===== src/rtl/branch_predictor_gshare.sv =====
// ============================================================================
// branch_predictor_gshare
//
// Front-end next-PC predictor built from three structures:
//   - a direct-mapped BTB (valid, tag, target, kind) that identifies control
//     flow instructions and supplies their last taken target,
//   - a PHT of 2-bit saturating counters, indexed either by PC alone
//     (bimodal) or by PC XOR global history (gshare),
//   - a small circular return-address stack used for returns.
//
// Prediction is purely combinational from fetch_pc and the current state.
// All updates happen at the clock edge. A same-cycle read of an entry that
// is being written therefore returns the old contents.
//
// Ports
//   clk, rst        clock and synchronous active-high reset
//   fetch_pc        PC being fetched this cycle
//   predict_taken   fetch PC is predicted to redirect
//   predict_target  predicted next PC
//   predict_ghr     history snapshot, carried down the pipe to update_ghr
//   btb_hit         valid BTB entry whose tag matches fetch_pc
//   update_*        resolved control-flow instruction from the back end
// ============================================================================
module branch_predictor_gshare #(
    parameter int XLEN        = 32,
    parameter int BTB_ENTRIES = 16,
    parameter int PHT_ENTRIES = 64,
    parameter int GHR_BITS    = 6,
    parameter int RAS_DEPTH   = 4,
    parameter int MODE        = 1
) (
    input  logic                clk,
    input  logic                rst,
    input  logic [XLEN-1:0]     fetch_pc,
    output logic                predict_taken,
    output logic [XLEN-1:0]     predict_target,
    output logic [GHR_BITS-1:0] predict_ghr,
    output logic                btb_hit,
    input  logic                update_en,
    input  logic [XLEN-1:0]     update_pc,
    input  logic [1:0]          update_kind,
    input  logic                update_taken,
    input  logic [XLEN-1:0]     update_target,
    input  logic                update_is_call,
    input  logic [GHR_BITS-1:0] update_ghr
);

    localparam int BTB_IDX = $clog2(BTB_ENTRIES);
    localparam int PHT_IDX = $clog2(PHT_ENTRIES);
    localparam int RAS_IDX = (RAS_DEPTH > 1) ? $clog2(RAS_DEPTH) : 1;
    localparam int TAG_W   = XLEN - BTB_IDX - 2;
    localparam logic [RAS_IDX:0] RAS_FULL = (RAS_IDX + 1)'(RAS_DEPTH);

    typedef enum logic [1:0] {
        KIND_COND = 2'd0,
        KIND_JAL  = 2'd1,
        KIND_JALR = 2'd2,
        KIND_RET  = 2'd3
    } kind_t;

    logic                btb_valid  [BTB_ENTRIES];
    logic [TAG_W-1:0]    btb_tag    [BTB_ENTRIES];
    logic [XLEN-1:0]     btb_target [BTB_ENTRIES];
    kind_t               btb_kind   [BTB_ENTRIES];
    logic [1:0]          pht        [PHT_ENTRIES];
    logic [GHR_BITS-1:0] ghr;
    logic [XLEN-1:0]     ras        [RAS_DEPTH];
    logic [RAS_IDX-1:0]  ras_ptr;
    logic [RAS_IDX:0]    ras_count;

    // ------------------------------------------------------------------
    // Fetch-side lookup
    // ------------------------------------------------------------------
    logic [BTB_IDX-1:0] fetch_btb_idx;
    logic [TAG_W-1:0]   fetch_tag;
    logic [PHT_IDX-1:0] fetch_hist;
    logic [PHT_IDX-1:0] fetch_pht_idx;
    kind_t              fetch_kind;
    logic [XLEN-1:0]    ras_top;
    logic               ras_empty;

    assign fetch_btb_idx = fetch_pc[BTB_IDX+1:2];
    assign fetch_tag     = fetch_pc[XLEN-1:BTB_IDX+2];
    // History is zero-extended up to the PHT index width before the XOR
    assign fetch_hist    = (MODE == 1) ? PHT_IDX'(ghr) : '0;
    assign fetch_pht_idx = fetch_pc[PHT_IDX+1:2] ^ fetch_hist;
    assign fetch_kind    = btb_kind[fetch_btb_idx];

    // ras_ptr names the next free slot, so the top lives one below it
    assign ras_top   = ras[ras_ptr - 1'b1];
    assign ras_empty = (ras_count == '0);

    assign btb_hit       = btb_valid[fetch_btb_idx] && (btb_tag[fetch_btb_idx] == fetch_tag);
    assign predict_taken = btb_hit && ((fetch_kind != KIND_COND) || pht[fetch_pht_idx][1]);
    assign predict_ghr   = ghr;

    always_comb begin
        predict_target = fetch_pc + XLEN'(4);
        if (predict_taken) begin
            if ((fetch_kind == KIND_RET) && !ras_empty) begin
                predict_target = ras_top;
            end else begin
                predict_target = btb_target[fetch_btb_idx];
            end
        end
    end

    // ------------------------------------------------------------------
    // Update-side decode
    // ------------------------------------------------------------------
    logic [BTB_IDX-1:0] upd_btb_idx;
    logic [PHT_IDX-1:0] upd_hist;
    logic [PHT_IDX-1:0] upd_pht_idx;
    logic [1:0]         upd_ctr;
    logic [1:0]         upd_ctr_next;
    logic               upd_is_cond;
    logic               upd_is_ret;
    logic               ras_wr_en;
    logic [RAS_IDX-1:0] ras_wr_idx;

    assign upd_btb_idx = update_pc[BTB_IDX+1:2];
    // The PHT entry trained is the one the instruction read at fetch, so the
    // history comes from the carried snapshot rather than the live GHR
    assign upd_hist    = (MODE == 1) ? PHT_IDX'(update_ghr) : '0;
    assign upd_pht_idx = update_pc[PHT_IDX+1:2] ^ upd_hist;
    assign upd_ctr     = pht[upd_pht_idx];
    assign upd_is_cond = (update_kind == KIND_COND);
    assign upd_is_ret  = (update_kind == KIND_RET);

    always_comb begin
        upd_ctr_next = upd_ctr;
        if (update_taken && (upd_ctr != 2'b11)) begin
            upd_ctr_next = upd_ctr + 2'b01;
        end else if (!update_taken && (upd_ctr != 2'b00)) begin
            upd_ctr_next = upd_ctr - 2'b01;
        end
    end

    // A call that is also a return overwrites the top in place instead of
    // pushing a fresh slot
    assign ras_wr_en  = update_en && update_is_call;
    assign ras_wr_idx = upd_is_ret ? (ras_ptr - 1'b1) : ras_ptr;

    // ------------------------------------------------------------------
    // Control state: valid bits, counters, history and RAS bookkeeping.
    // Reset wins over any update presented in the same cycle.
    // ------------------------------------------------------------------
    always_ff @(posedge clk) begin
        if (rst) begin
            for (int i = 0; i < BTB_ENTRIES; i++) begin
                btb_valid[i] <= 1'b0;
            end
            for (int i = 0; i < PHT_ENTRIES; i++) begin
                pht[i] <= 2'b01;
            end
            ghr       <= '0;
            ras_ptr   <= '0;
            ras_count <= '0;
        end else if (update_en) begin
            if (update_taken) begin
                btb_valid[upd_btb_idx] <= 1'b1;
            end
            if (upd_is_cond) begin
                pht[upd_pht_idx] <= upd_ctr_next;
                // Cast drops the oldest bit of the shifted history
                ghr <= GHR_BITS'({update_ghr, update_taken});
            end
            if (update_is_call && !upd_is_ret) begin
                ras_ptr <= ras_ptr + 1'b1;
                if (ras_count != RAS_FULL) begin
                    ras_count <= ras_count + 1'b1;
                end
            end else if (upd_is_ret && !update_is_call && !ras_empty) begin
                ras_ptr   <= ras_ptr - 1'b1;
                ras_count <= ras_count - 1'b1;
            end
        end
    end

    // ------------------------------------------------------------------
    // Payload storage with no reset: BTB tag/target/kind and RAS data are
    // only ever observed behind a valid bit or a non-zero RAS count.
    // ------------------------------------------------------------------
    always_ff @(posedge clk) begin
        if (update_en && update_taken) begin
            btb_tag[upd_btb_idx]    <= update_pc[XLEN-1:BTB_IDX+2];
            btb_target[upd_btb_idx] <= update_target;
            btb_kind[upd_btb_idx]   <= kind_t'(update_kind);
        end
        if (ras_wr_en) begin
            ras[ras_wr_idx] <= update_pc + XLEN'(4);
        end
    end

endmodule


===== config.mk =====
export PLATFORM = sky130hd
export DESIGN_NAME = branch_predictor_gshare
export DESIGN_NICKNAME = d
export VERILOG_FILES = /design/src/rtl/branch_predictor_gshare.sv
export SDC_FILE = /design/constraint.sdc
export NUM_CORES = 2
export LEC_CHECK = 0
export BUFFER_PORTS_ARGS = -buffer_cell sky130_fd_sc_hd__buf_2
export CELL_PAD_IN_SITES_DETAIL_PLACEMENT = 0
export CELL_PAD_IN_SITES_GLOBAL_PLACEMENT = 1
export CORE_UTILIZATION = 35
export CTS_CLUSTER_SIZE = 8
export DETAILED_ROUTE_END_ITERATION = 10
export PLACE_DENSITY = 0.62
export SLEW_MARGIN = 20
export SYNTH_ARGS = -nofsm -noshare
export SYNTH_HDL_FRONTEND = slang
export SYNTH_SLANG_ARGS = --single-unit

===== constraint.sdc =====
create_clock -name clk -period 16.6 [get_ports clk]
set_clock_uncertainty 0.1 [all_clocks]
set_input_delay 0.83 -clock clk [delete_from_list [all_inputs] [get_ports clk]]
set_output_delay 0.83 -clock clk [all_outputs]
set_load 0.02 [all_outputs]

Word-level counts from Yosys, hierarchy flattened
Memories as Yosys holds them, arrays and structs flattened. Cells that the tools add are included.

Register bits after elaboration: 11. Memory bits (writable): 1232. Output and inout port bits: 40. Logic and storage cells: 80. Memories kept: 6.

$add $sub $neg: 8. Equality and inequality tests: 6. Mux-type cells: 30. Bitwise operators: 2. Reduce and logical (&&, ||, !) cells: 25.

Memories: btb_target (depth 16, width 32, rd ports 1, clocked after Yosys merged registers in 0, write ports 1, RTL line 63) `logic [XLEN-1:0] btb_target [BTB_ENTRIES];`; btb_tag (depth 16, width 26, rd ports 1, clocked after Yosys merged registers in 0, write ports 1, RTL line 62) `logic [TAG_W-1:0] btb_tag [BTB_ENTRIES];`; pht (depth 64, width 2, rd ports 2, clocked after Yosys merged registers in 0, write ports 64, RTL line 65) `logic [1:0] pht [PHT_ENTRIES];`; ras (depth 4, width 32, rd ports 1, clocked after Yosys merged registers in 0, write ports 1, RTL line 67) `logic [XLEN-1:0] ras [RAS_DEPTH];`; btb_kind (depth 16, width 2, rd ports 1, clocked after Yosys merged registers in 0, write ports 1, RTL line 64) `kind_t btb_kind [BTB_ENTRIES];`; btb_valid (depth 16, width 1, rd ports 1, clocked after Yosys merged registers in 0, write ports 16, RTL line 61) `logic btb_valid [BTB_ENTRIES];`.

Operator list (number): $add 32x3->32 const B (2); $mux 32 (2); $eq 26x26->1 (1); $mux 1 (17); $mux 2 (6); $xor 6x6->6 (2); $logic_and 1x1->1 (10); $mux 3 (3); $mux 6 (1); $reduce_bool 2->1 (3); $add 2x1->2 const B (2); $eq 2x2->1 const B (2); $logic_not 1->1 (4); $mux 4 (1); $reduce_and 2->1 (2); $sub 2x1->2 const B (2); $add 3x1->3 const B (1); $logic_not 3->1 (1); $ne 3x3->1 const B (1); $reduce_and 3->1 (1); $sub 3x1->3 const B (1); $logic_not 2->1 (1); $ne 2x1->1 const B (1); $ne 2x2->1 const B (1); other kinds (3) (3).

Longest topological paths before layout
Depth in word-level cells: 7. Mapped depth: 16.

Worst setup path after synthesis
No wires, ideal clock.

Path type: input-to-reg. Start point: input port update_pc[2]. End point: memory btb_kind[0][0] in the netlist's numbering (enable). Setup time: 554 ps. Arrival time: 5528 ps. Data required time: 15946 ps. Slack: 10418 ps. Cell stages on the path: 5. Buffers on the path: 1. Cell sequence: buf_2 > inv_1 > ha_1 > nand3_1 > nor3_1.

RTL lines: start, declared (RTL line 40) `input logic [XLEN-1:0] update_pc,`; end, declared (RTL line 64).

No word-level cell before the write port.

Worst setup path after layout
Start point: input port fetch_pc[4]. End point: output port predict_target[0].

Cells in the longest elaborated chain, start to end: 5. Elaborated cells on any way between the ends: 15. Those cells by class: eq/ne (2); mux (2); bitwise (1); reduce/logical (5); memory (5).

RTL lines: start, declared (RTL line 34) `input logic [XLEN-1:0] fetch_pc,`; $mem_v2 16x26 (tied with other cells); $eq 26x26->1 (tied with other cells) (RTL line 93) `assign btb_hit = btb_valid[fetch_btb_idx] && (btb_tag[fetch_btb_idx] == fetch_tag);`; $logic_and 1x1->1 (tied with other cells) (RTL line 93); $logic_and 1x1->1 / $mux 32 (equally long branches) (RTL line 94, 100); $mux 32 * (RTL line 99) `if (predict_taken) begin`; end, declared (RTL line 36) `output logic [XLEN-1:0] predict_target,`.

Every way passes the cells marked *; elsewhere a longest branch is shown, timed or not.

==> flow_summary.ini <==
[yosys]
synthArstFlopShare = 0
ys_seq_area_frac = 0.719
synth_edf_count = 1216
ys_ff_latch = 1243
synth.avg_cell_area_um2 = 18.8
synth_cell_types = 64
syn-num-nets = 2856
ys.flop_type = edfxtp_1
yosysWarnings = 0
syn_area_um2 = 51500
syn-instance-count = 2739

[setup_path]
crit_arrival_ns = 5.85
r2r_start = pht[30][0]
start_kind = primary input
rr_worst_depth = 11
ff2ff_setup_slack_ns = 12.21
path_class = primary input to output pin
cp_max_fo = 99
worstPathRequired_ns = 15.67
r2r_end = pht[7][0]
crit_path_end_kind = output pin

[layout]
post-route-util = 0.408
final_cell_mix = edfxtp_1, mux4_2, clkbuf_16
final_common_cell = edfxtp_1
area_growth_pct = 15.6
drive_gt1_frac = 0.269
nNetsFinal = 3092
fin_area_um2 = 59600

[cts]
cts_resized = 0
numCtsBuffers = 173
post_cts_buffers = 0
cts.clk_slew.worst_paths_ns = 0.05
clkLatencyLatePin_ns = 0.79
cts.path.max_buffers = 3
cts-htree-levels = 4
cts.sinks = 1243
cts_tree = yes
root_buffer = clkbuf_16
cts_hold_buf = 0

[floorplan]
die_area_um2 = 149000
dieWidth_um = 386
io_pins = 149
die_h_um = 386
coreArea_um2 = 146000
start_util = 0.353
rows = 140

[detailed_routing]
routed_via_density = 5.56
routed_wl_um = 146000
avgRoutedWirePerCell_um = 29.5
drtIter0Drc = 3161
postRouteAntennaNets = 0
vias = 27600
first_pass_iters = 7
drcViolationCount = 0

[global_routing]
grt_max_degree = 100
track_usage = 0.198
grt.overflow.total = 0
grt_pass1_wl_um = 208000
grt_pass1_vias = 28500
antenna_found_initial = 22

[power]
p_per_area_nw_per_um2 = 122
ir_drop_mv = 0.0870
leakagePower_uw = 0.0190

[timing]
setup_viol = 0
hold_slack_ns = 0.196
fmax_ghz = 0.148
drv_slew = 0
slew_headroom = 0.191
hold_viol_final = 0
grt_setup_unrepaired = no
tightest_slew_ns = 1.20
finalCriticalPeriod_ns = 6.78
finalCritPeriodShare = 0.408
finalWorstSetupSlack_ns = 9.82
tns_ns = 0

[placed_design]
port_buffers = 148
pre_cts_ws_ns = 9.57
routabilityCongestion = 0.833
dp_hpwl_um = 88400
postPlaceCellArea_um2 = 54700

[min_path]
worstHoldStart = update_pc[0]
hold_path_class = primary input to flip-flop
holdPathEnd = ras[1][0]
min_path_cells = 1

[flow_run]
maxCapViolCount = 0

[run_status]
status = completed
[layout make-up]
cell class / instances / area [um^2]
Clock inverter: 15 / 319
Clock buffer: 222 / 4560
Multi-Input combinational cell: 1322 / 13900
Fill cell: 12900 / 86300
Timing Repair Buffer: 222 / 1340
Sequential cell: 1243 / 37100
Tap cell: 1917 / 2400
Inverter: 13 / 50.0
Antenna cell: 5 / 12.5
[metrics by stage]
step	std cells	power, uW
finish	4959	7270
global route	4954	7500
CTS	4954	7340
detailed placement	4717	4140
global placement	4716	4120
floorplan	2739	3900
[where the power goes]
part	switching, uW	internal (uW)	leakage (uW)
logic	369	184	0.00545
clock network	1290	1900	0.00234
registers	19.2	3500	0.0112
total	1680	5590	0.0190
[per-layer routing]
| metal | global-route usage | wire (um) | vias to the layer above |
|---|---|---|---|
| met5 | 0 | 30 | - |
| met4 | 0.0498 | 2940 | 6 |
| met3 | 0.0378 | 10300 | 230 |
| met2 | 0.313 | 69900 | 1073 |
| met1 | 0.279 | 63000 | 14700 |
| li1 | - | - | 11500 |
[sequential cells by signal, indices dropped and copies added (netlist names)]
signal and flops:
btb_kind 32, ras_count 3, ras 128, btb_target 512, predict_ghr 6, ras_ptr 2, btb_valid 16, btb_tag 416
pht 128
[cells in the mapped netlist, drive strengths merged (4+ instances only)]
| library cell | count | share of area |
|---|---|---|
| mux2i | 158 | 0.031 |
| ha | 7 | 0.0017 |
| xor2 | 63 | 0.011 |
| nor3 | 21 | 0.0020 |
| or4 | 17 | 0.0025 |
| clkbuf | 79 | 0.0058 |
| o22ai | 54 | 0.0066 |
| nand2 | 115 | 0.0084 |
| or2 | 65 | 0.0079 |
| mux2 | 16 | 0.0035 |
| dfxtp | 27 | 0.010 |
| nand3 | 36 | 0.0035 |
| and3 | 12 | 0.0015 |
| a221oi | 14 | 0.0025 |
| nor4 | 20 | 0.0027 |
| o2111ai | 10 | 0.0017 |
| o21ai | 18 | 0.0017 |
| inv | 12 | 0.00087 |
| and2 | 5 | 0.00061 |
| a21oi | 8 | 0.00078 |
| a22oi | 19 | 0.0028 |
| edfxtp | 1216 | 0.71 |
| nor2b | 13 | 0.0016 |
| buf | 82 | 0.0097 |
| or3 | 4 | 0.00049 |
| mux4 | 298 | 0.13 |
| nand4 | 14 | 0.0017 |
| nor2 | 166 | 0.012 |
| xnor2 | 53 | 0.0090 |
| nand2b | 15 | 0.0018 |
| a22o | 10 | 0.0017 |
| a21boi | 64 | 0.0093 |
[worst max-delay path: stages]
cell	delay, ns
clkbuf_8	0.73
buf_6	0.75
mux4_2	0.35
nor2_1	0.04
a2111oi_1	0.53
a221oi_1	0.21
nor4_1	0.33
nand4_1	0.27
nor4_4	0.38
buf_4	0.63
mux2_2	0.42
buf_2	0.16
[worst max-delay path by stage]
stage,slack [ns],end,from,cells after the start
2_1_floorplan,10.42,btb_kind[0][0],update_pc[2],5
3_3_place_gp,9.68,predict_target[1],fetch_pc[4],12
3_5_place_dp,9.57,predict_target[0],fetch_pc[4],12
4_1_cts,9.61,predict_target[0],fetch_pc[4],12
5_1_grt,9.58,predict_target[0],fetch_pc[3],12
6_report,9.82,predict_target[0],fetch_pc[4],12
[cell families (layout without fill, tap and decap cells)]
kind of cell | after synthesis | in the layout | share of synthesized area
compound gates | 216 | 216 | 0.0302
mux | 472 | 472 | 0.164
flops | 1243 | 1243 | 0.719
simple gates | 510 | 510 | 0.0480
fa+ha+maj | 8 | 8 | 0.00209
xor+xnor | 116 | 116 | 0.0199
buf+inv | 174 | 472 | 0.0164
other cells | 0 | 5 | 0
(Power assumes the default switching activity.)
